==> src/rtl/countdown_display_scanner.sv <==
// MM:SS BCD countdown with 4-digit time-multiplexed display feed.
// Shows "Erro" on the display while in the error state.
module countdown_display_scanner #(
    parameter int TICK_DIV = 50_000_000,
    parameter int SCAN_DIV = 50_000
) (
    input  logic       clock,
    input  logic       reset_n,
    input  logic       load,
    input  logic [7:0] preset_mm,
    input  logic [7:0] preset_ss,
    input  logic       start,
    input  logic       pause,
    input  logic       fault,
    input  logic       clear,
    output logic [3:0] data,
    output logic [3:0] digit_sel,
    output logic       running,
    output logic       done,
    output logic       error
);

    localparam int TW = (TICK_DIV > 2) ? $clog2(TICK_DIV) : 1;
    localparam int SW = (SCAN_DIV > 2) ? $clog2(SCAN_DIV) : 1;
    localparam logic [TW-1:0] TICK_LAST = TW'(TICK_DIV - 1);
    localparam logic [SW-1:0] SCAN_LAST = SW'(SCAN_DIV - 1);

    localparam logic [3:0] CH_E = 4'b1011;
    localparam logic [3:0] CH_R = 4'b1100;
    localparam logic [3:0] CH_O = 4'b1101;

    typedef enum logic [2:0] {
        S_IDLE,
        S_RUN,
        S_PAUSED,
        S_DONE,
        S_ERROR
    } state_t;

    state_t        state, nstate;
    logic [15:0]   cnt, ncnt;
    logic [TW-1:0] tick, ntick;
    logic [SW-1:0] scan, nscan;
    logic [1:0]    idx, nidx;
    logic          pulse;
    logic          preset_ok;
    logic [3:0]    ndata;

    function automatic logic [15:0] dec_bcd(input logic [15:0] c);
        logic [3:0] mt, mu, st, su;
        {mt, mu, st, su} = c;
        if (c != 16'h0000) begin
            if (su != 4'd0) su = su - 4'd1;
            else begin
                su = 4'd9;
                if (st != 4'd0) st = st - 4'd1;
                else begin
                    st = 4'd5;
                    if (mu != 4'd0) mu = mu - 4'd1;
                    else begin
                        mu = 4'd9;
                        mt = mt - 4'd1;
                    end
                end
            end
        end
        return {mt, mu, st, su};
    endfunction

    assign preset_ok = (preset_mm[7:4] <= 4'd9) && (preset_mm[3:0] <= 4'd9)
                    && (preset_ss[7:4] <= 4'd5) && (preset_ss[3:0] <= 4'd9);

    // Events are considered in priority order; the first one that applies wins.
    always_comb begin
        nstate = state;
        ncnt   = cnt;
        ntick  = tick;
        pulse  = 1'b0;
        if (fault) begin
            nstate = S_ERROR;
        end else if (clear && (state == S_ERROR || state == S_DONE)) begin
            nstate = S_IDLE;
            ncnt   = 16'h0000;
        end else if (load && (state == S_IDLE || state == S_PAUSED
                              || state == S_DONE)) begin
            if (preset_ok) begin
                ncnt   = {preset_mm, preset_ss};
                ntick  = '0;
                nstate = S_IDLE;
            end else begin
                nstate = S_ERROR;
            end
        end else if (start && (state == S_IDLE || state == S_PAUSED)) begin
            if (cnt == 16'h0000) begin
                nstate = S_DONE;
                pulse  = 1'b1;
            end else begin
                nstate = S_RUN;
                if (state == S_IDLE) ntick = '0;
            end
        end else if (pause && state == S_RUN) begin
            nstate = S_PAUSED;
        end else if (state == S_RUN) begin
            if (tick == TICK_LAST) begin
                ntick = '0;
                ncnt  = dec_bcd(cnt);
                if (cnt == 16'h0001) begin
                    nstate = S_DONE;
                    pulse  = 1'b1;
                end
            end else begin
                ntick = tick + TW'(1);
            end
        end
    end

    always_comb begin
        nscan = (scan == SCAN_LAST) ? '0 : scan + SW'(1);
        nidx  = (scan == SCAN_LAST) ? idx - 2'd1 : idx;
        ndata = ncnt[{nidx, 2'b00} +: 4];
        if (nstate == S_ERROR) begin
            unique case (nidx)
                2'd3:    ndata = CH_E;
                2'd2:    ndata = CH_R;
                2'd1:    ndata = CH_R;
                default: ndata = CH_O;
            endcase
        end
    end

    always_ff @(posedge clock or negedge reset_n) begin
        if (!reset_n) begin
            state     <= S_IDLE;
            cnt       <= 16'h0000;
            tick      <= '0;
            scan      <= '0;
            idx       <= 2'd3;
            data      <= 4'b0000;
            digit_sel <= 4'b0111;
            running   <= 1'b0;
            done      <= 1'b0;
            error     <= 1'b0;
        end else begin
            state     <= nstate;
            cnt       <= ncnt;
            tick      <= ntick;
            scan      <= nscan;
            idx       <= nidx;
            data      <= ndata;
            digit_sel <= ~(4'b0001 << nidx);
            running   <= (nstate == S_RUN);
            done      <= pulse;
            error     <= (nstate == S_ERROR);
        end
    end

endmodule

==> config.mk <==
export PLATFORM = sky130hd
export DESIGN_NAME = countdown_display_scanner
export DESIGN_NICKNAME = d
export VERILOG_FILES = /design/src/rtl/countdown_display_scanner.sv
export SDC_FILE = /design/constraint.sdc
export NUM_CORES = 1
export LEC_CHECK = 0
export BUFFER_PORTS_ARGS = -buffer_cell sky130_fd_sc_hd__buf_2
export CAP_MARGIN = 25
export CORE_UTILIZATION = 50
export CTS_CLUSTER_DIAMETER = 120
export CTS_CLUSTER_SIZE = 30
export DETAILED_ROUTE_END_ITERATION = 16
export PLACE_DENSITY = 0.73
export SYNTH_ARGS = -nofsm -noshare
export SYNTH_HDL_FRONTEND = slang
export SYNTH_SLANG_ARGS = --single-unit
==> constraint.sdc <==
create_clock -name clock -period 8.4 [get_ports clock]
set_input_delay 1.68 -clock clock [delete_from_list [all_inputs] [get_ports clock]]
set_output_delay 1.68 -clock clock [all_outputs]
set_load 0.01 [all_outputs]
==> results.md, run 1 <==
- Ratio of cells with drive above 1 in the final layout: 0.1423
- Vias in the first global route: 3,910
- Gr usage total: 0.2473
- Final setup violation count: 0
- Worst Path Buf+Inv: 2
- Synth cell count leaders: 69 x dfrtp_1, 48 x nor2_1, 44 x nand2_1
- Cells after Synth: between 500 and 600
- Core Box Area: 0.008848 mm²
- Final #Nets: 577
- Post-Route WL: 11.57 mm
- DRC Markers: 2
- Failing checks: DRC
- Fin. max-slew vios: 0
- Post-CTS Hold Buffers: 0
- Outcome: finished with violations
- Maximum number of pins on one net before global-route repair: 75
- Top_reg_cell synth: dfrtp_1
- Initial antenna violation count: 0
- Top area cells in the synthesized netlist: dfrtp_1 37%, nor2_1 3.9%, nand2_1 3.6%
- Period utilization: 0.4798
- Critical path type: in2reg
- Worst path max stage delay: 0.85 ns
- Num CTS Buffers: 9
- Slowest CP cell: nor2_1
- Routed Antenna Nets: 0
- Worst setup SP type: primary input
- Max Cap Viol: 0
- Fin crit period: 4.030 ns
- Starting DRT DRC Count: between 300 and 400
- PwrDens: 162.8 mW/mm²
- First-pass GRT wire length: 19.19 mm
- Clock Skews: 0.01140 ns
- Number of H-tree levels: 3
- CTS Sinks: 74
- Asr flop ratio synth: 1.000
- RSZ-0062 raised after global routing: false
- Synth Net Count: 550
- Lkg Pwr: 2.047 nW
- Die X: 98.32 µm
- CP endpoint kind: flip-flop
- Post-synthesis adder-cell area fraction: 0.02967
- Std-Cell Rows: 34
- Port buffer count: 33
- Largest delay share family, worst path: simple AND/OR/NAND/NOR gates
- Register area share after synthesis: 0.4006
- Total power: between 800 and 900 µW
- Post-cts resize count: 0
- R2R depth: 8
- Worst-Margin Slew: 1.017 ns
- Crit path cell chain: buf_2 -> inv_1 -> and3_1 -> o221a_2 -> nand2_1 -> nor2_1 -> nor2_1
- Mux cell area share after synthesis: 0.01079
- Routed len/inst: 17.63 µm
- Max FO, Critical Path: 23
- Hold endpoint: scan[0]
- Mean Syn Cell Area: approximately 9.0 µm²
- HP Start: scan[0]
- GP Congestion: 0.9694
- Slew HR: 0.3157
- Most used cell, CP: nor2_1
- Detailed Routing Iterations Pass 1: 12
- Critical R2R Launch: cnt[9]
- Worst EP required: around 8.6 ns
- Mapped Area: between 0.004 and 0.005 mm²
- Worst EP arrival: 4.22 ns
- CTS Root Cell: clkbuf_8
- Clock Latency Late Sink: 0.35 ns
- Setup_tns: 0 ns
- CTS tree: done
- Synth top area share: 0.3723
- Initial Util: 0.5242
- Synth Area in Simple Gates: 0.2738
- Area grow syn2layout: 9.172%
- Clk buf depth: 2
- Synth Area in XOR/XNOR: 0.04532
- N_diodes: 0
- Boundary pin count: 34
- Largest family of logic cells by synthesized area: simple AND/OR/NAND/NOR gates
- Min-Delay Path Class: reg2reg
- Vias/cell: between 6 and 7
- Compound-gate portion of the synthesized area: 0.1956
- Grt ovf: 0
- Synth cell types: 74
- Clock-pin slew on the worst setup and hold paths: about 0.07 ns
- VDD IR-drop max: 0.09967 mV
- DP Wirelength: a little over 8 mm
- Via count: 4,233
- Die Y: 98.32 µm
- Die area: about 0.0097 mm²
- DP Worst Slack: 4.039 ns
- Hold Vio Cnt, Final: 0
- Cell taking the most area after synthesis: dfrtp_1
- Reg-to-reg endpoint: tick[20]
- Reg2reg setup slack: slightly below 5 ns
- Post-synth EDFFs: 0
- Synthesis warning total: 0
- FF+latch count, synth: between 70 and 80
- Most frequent cell after synthesis: dfrtp_1
- Worst Setup Slack, final: 4.370 ns
- Setup Buffers After CTS: 0
- Hold path depth: 1
- F_max: 248.1 MHz
kinds of logic after synthesis:
group / after synthesis
mux: 5
fa+ha+maj: 11
simple gates: 228
xor+xnor: 24
buf+inv: 43
flops: 74
compound gates: 131
sequential cells by signal, summed over array words and instances (netlist names):
| name | cells |
|---|---|
| tick | 26 |
| digit_sel | 4 |
| idx | 2 |
| error | 1 |
| cnt | 16 |
| done | 1 |
| state | 3 |
| data | 4 |
| running | 1 |
| scan | 16 |
final cells by class:
| cell class | count | area, µm² |
|---|---|---|
| tap | 108 | 135.1 |
| inverter | 22 | 82.58 |
| multi-input combinational | 399 | 2575 |
| sequential | 74 | 1858 |
| timing repair buffer | 37 | 217.7 |
| fill | 785 | 3785 |
| clock buffer | 10 | 127.6 |
| clock inverter | 6 | 67.56 |
layout by cell type, fill, tap and decap left out, types with 4 or more instances in the layout:
| cell type | n |
|---|---|
| dfrtp_1 | 69 |
| nor2_1 | 48 |
| nand2_1 | 44 |
| buf_2 | 32 |
| o21ai_0 | 30 |
| a21oi_1 | 25 |
| inv_1 | 22 |
| nor3_1 | 19 |
| nand3_1 | 15 |
| xnor2_1 | 15 |
| nand4_1 | 13 |
| and3_1 | 12 |
| nor4_1 | 12 |
| o211ai_1 | 11 |
| ha_1 | 11 |
| xor2_1 | 9 |
| or3_1 | 9 |
| clkbuf_8 | 9 |
| and4_1 | 7 |
| o31ai_1 | 7 |
| nor2b_1 | 6 |
| nor3b_1 | 6 |
| mux2i_1 | 5 |
| o21a_1 | 5 |
| and2_1 | 5 |
| o2111ai_1 | 5 |
| a311oi_1 | 5 |
| dfstp_2 | 5 |
| nand2b_1 | 4 |
| or4_1 | 4 |
| a31oi_1 | 4 |
| or2_2 | 4 |
| buf_4 | 4 |
power breakdown:
part           total, mW  internal (mW)  leakage (nW)  switching (mW)
combinational      0.156         0.0584         0.995          0.0978
clock              0.273          0.138        0.0929           0.135
sequential         0.395          0.374         0.959          0.0215
total              0.824          0.570          2.05           0.254
worst max path at each step:
stage	startpoint	to	slack (ns)	cells past startpoint
6_report	fault	tick[14]	4.37	7
5_1_grt	fault	tick[19]	4.12	7
3_5_place_dp	fault	tick[25]	4.04	7
4_1_cts	fault	tick[25]	4.40	7
3_3_place_gp	fault	tick[14]	4.16	7
2_1_floorplan	pause	data[0]	4.65	8
per-layer routing:
layer,global-route usage,part of all wire
met5,0,0
met4,0.08726,0.030
met3,0.04223,0.071
met2,0.4079,0.47
met1,0.3292,0.43
metrics by stage:
step	util	cells	hold WS (ns)	instance area, µm²
6_report	0.5723	656	0.4610	5064
3_3_place_gp	0.5471	639	0.4453	4841
3_5_place_dp	0.5471	639	0.4522	4841
2_1_floorplan	-	516	0.4251	4638
5_1_grt	0.5723	656	0.4847	5064
4_1_cts	0.5691	655	0.4625	5036
worst reg2reg max path, delay by kind of cell (launching register included):
family | cells | cell delay (ns)
buffers and inverters | 1 | 0.13
AOI/OAI and AO/OA | 2 | 0.57
DFF | 1 | 0.44
and+or+nand+nor | 4 | 2.04
adders and majority gates | 1 | 0.23
Power figures use the tool's default switching activity.
==> inputs of run 2 (changes only) <==
Settings changed: PLACE_DENSITY 0.73 to 0.76.
Clock period 8.4 ns to 3.61 ns, I/O delays scaled along.
==> run 2 against run 1 <==
- setup slack worse by 3.9 ns
- sequential share of layout area is 0.37 points lower
- combinational power is 140% higher
- first-iteration DRC count is 21% lower
- critical endpoint is now tick[19]
- non-clock buffer count is 8 higher
- sequential power is 130% higher
- global-route usage is 1.8 points higher
- critical path depth is 2 higher
- clock power grew to 2.5 times the previous value
- the flow still finishes with violations (DRC)
- worst hold slack better by 0.0025 ns
==> results.md, run 2 (synthesis gave the netlist of run 1 again) <==
- Pint: 1.343 mW
- Clock Latency Late Sink: roughly 0.37 ns
- CTS Root Cell: clkbuf_8
- CTS tree: done
- Final #Nets: 585
- Die area: 0.009666 mm²
- Fillers: 780
- FF/Latch Area: 0.001858 mm²
- DP Worst Slack: approximately 0.38 ns
- Setup Buffers After CTS: 0
- Starting DRT DRC Count: 293
- Reg2reg setup slack: between 0.4 and 0.5 ns
- DR WL met3: 755 µm
- Biggest register: tick
- Initial Util: 0.5242
- DP Wirelength: 8.870 mm
- Gr usage total: 0.2654
- Fin crit period: 3.168 ns
- Commonest non-fill, non-tap cell in the layout: dfrtp_1
- Max Cap Viol: 0
- F_max: 315.7 MHz
- Crit path from: cnt[9]
- Post-Route WL: about 12 mm
- Worst EP arrival: approximately 3.4 ns
- Routed Antenna Nets: 0
- Max FO, Critical Path: 11
- Die Y: 98.32 µm
- Critical R2R Launch: cnt[9]
- Boundary pin count: 34
- Clk buf depth: 2
- Setup_tns: 0 ns
- Vias/cell: 6.360
- DRC Markers: 1
- M1 WL: 5.306 mm
- VDD IR-drop max: 0.2544 mV
- Net switching power: around 640 µW
- CP Capture Point: tick[19]
- Num CTS Buffers: 9
- Hold Vio Cnt, Final: 0
- Top Registers: tick (26), cnt (16), scan (16)
- Slew HR: 0.3489
- Min-Delay Path Class: reg2reg
- Combinational power share: 0.188
- First-pass GRT wire length: 20.23 mm
- Area grow syn2layout: 10.28%
- Worst-Margin Slew: 0.9731 ns
- Core Box Area: 0.008848 mm²
- Multi-input logic area: 0.002575 mm²
- Post-cts resize count: 0
- Top layer in use: met4
- Clk pwr share: 0.347
- Period utilization: 0.8775
- GP Congestion: slightly below 1
- Number of H-tree levels: 3
- PwrDens: 388.0 mW/mm²
- Max FFs per register: 26
- Failing checks: DRC
- Post-CTS Hold Buffers: 0
- Port buffer count: 33
- N_diodes: 0
- Clock Skews: around 0.013 ns
- Fin. max-slew vios: 0
- Final setup violation count: 0
- Die X: 98.32 µm
- CTS Sinks: 74
- Detailed Routing Iterations Pass 1: 14
- Outcome: finished with violations
- Grt ovf: 0
- Ratio of cells with drive above 1 in the final layout: 0.1565
- Maximum number of pins on one net before global-route repair: 75
- Total power: slightly below 2 mW
- Sw Share: 0.3233
- Via count: between 4,000 and 5,000
- Std-Cell Rows: 34
- Worst Setup Slack, final: 0.4421 ns
- Met2 WL: roughly 5.7 mm
- Vias in the first global route: 4,179
- Lkg Pwr: 2.082 nW
- Critical path type: reg2reg
- Reg power frac: 0.465
- R2R depth: 9
- RSZ-0062 raised after global routing: false
- Worst EP required: roughly 3.8 ns
- Initial antenna violation count: 0
- CP endpoint kind: flip-flop
- Reg-to-reg endpoint: tick[19]
- Routed len/inst: 18.22 µm
- Worst setup SP type: flip-flop
- Most frequent cells in the layout: 69 x dfrtp_1, 48 x nor2_1, 44 x nand2_1
- Clock-pin slew on the worst setup and hold paths: about 0.08 ns
[run 2: cell types whose count changed in the layout (fill, tap and decap cells not counted)]
cell and change:
inv_6 +2, clkbuf_1 -1, clkinv_2 -1, clkinv_4 -1, buf_4 +9, buf_16 -1
inv_8 +1
[run 2: metal layers]
layer	GRT usage	vias up
li1	-	2013
met1	0.3370	2032
met2	0.4301	149
met3	0.05870	29
met4	0.1286	0
met5	0	-
[run 2: worst min path at each step]
stage,startpoint,end,slack [ns],cells after the start
floorplan,reset_n,cnt[0],0.43,0
finish,scan[0],scan[0],0.46,1
detailed placement,scan[0],scan[0],0.45,1
global placement,scan[0],scan[0],0.44,1
CTS,scan[0],scan[0],0.47,1
global route,scan[0],scan[0],0.50,1
[run 2: power by group through the flow]
stage | Clock [mW] | Combinational, mW | Sequential (mW)
global placement | 0 | 0.367 | 0.934
detailed placement | 0 | 0.366 | 0.935
global route | 0.729 | 0.414 | 0.932
finish | 0.688 | 0.374 | 0.923
CTS | 0.697 | 0.369 | 0.921
floorplan | 0 | 0.253 | 0.922
[run 2: final cells by class]
class	instances	share of cell area
clock buffers	9	0.02422
well taps	108	0.02642
repair buffers	45	0.05039
multi-input cells	399	0.5034
clock inverters	7	0.01614
inverters	22	0.01614
flip-flops and latches	74	0.3633
[run 2: through the flow]
step / util / instance area [µm²] / std cells / hold WS [ns]
finish: 0.5781 / 5115 / 664 / 0.4635
global route: 0.5781 / 5115 / 664 / 0.5037
CTS: 0.5781 / 5115 / 664 / 0.4664
detailed placement: 0.5547 / 4908 / 648 / 0.4546
global placement: 0.5547 / 4908 / 648 / 0.4408
floorplan: - / 4638 / 516 / 0.4251
[run 2: critical path, stage by stage, from the launching register on]
cell and delay (ns):
dfrtp_1 0.43, inv_1 0.12, ha_1 0.24, or3b_2 0.52, nor4_1 0.63, o21ai_0 0.33
nand4_1 0.42, nor3_1 0.13, xnor2_1 0.16, nor2_1 0.05
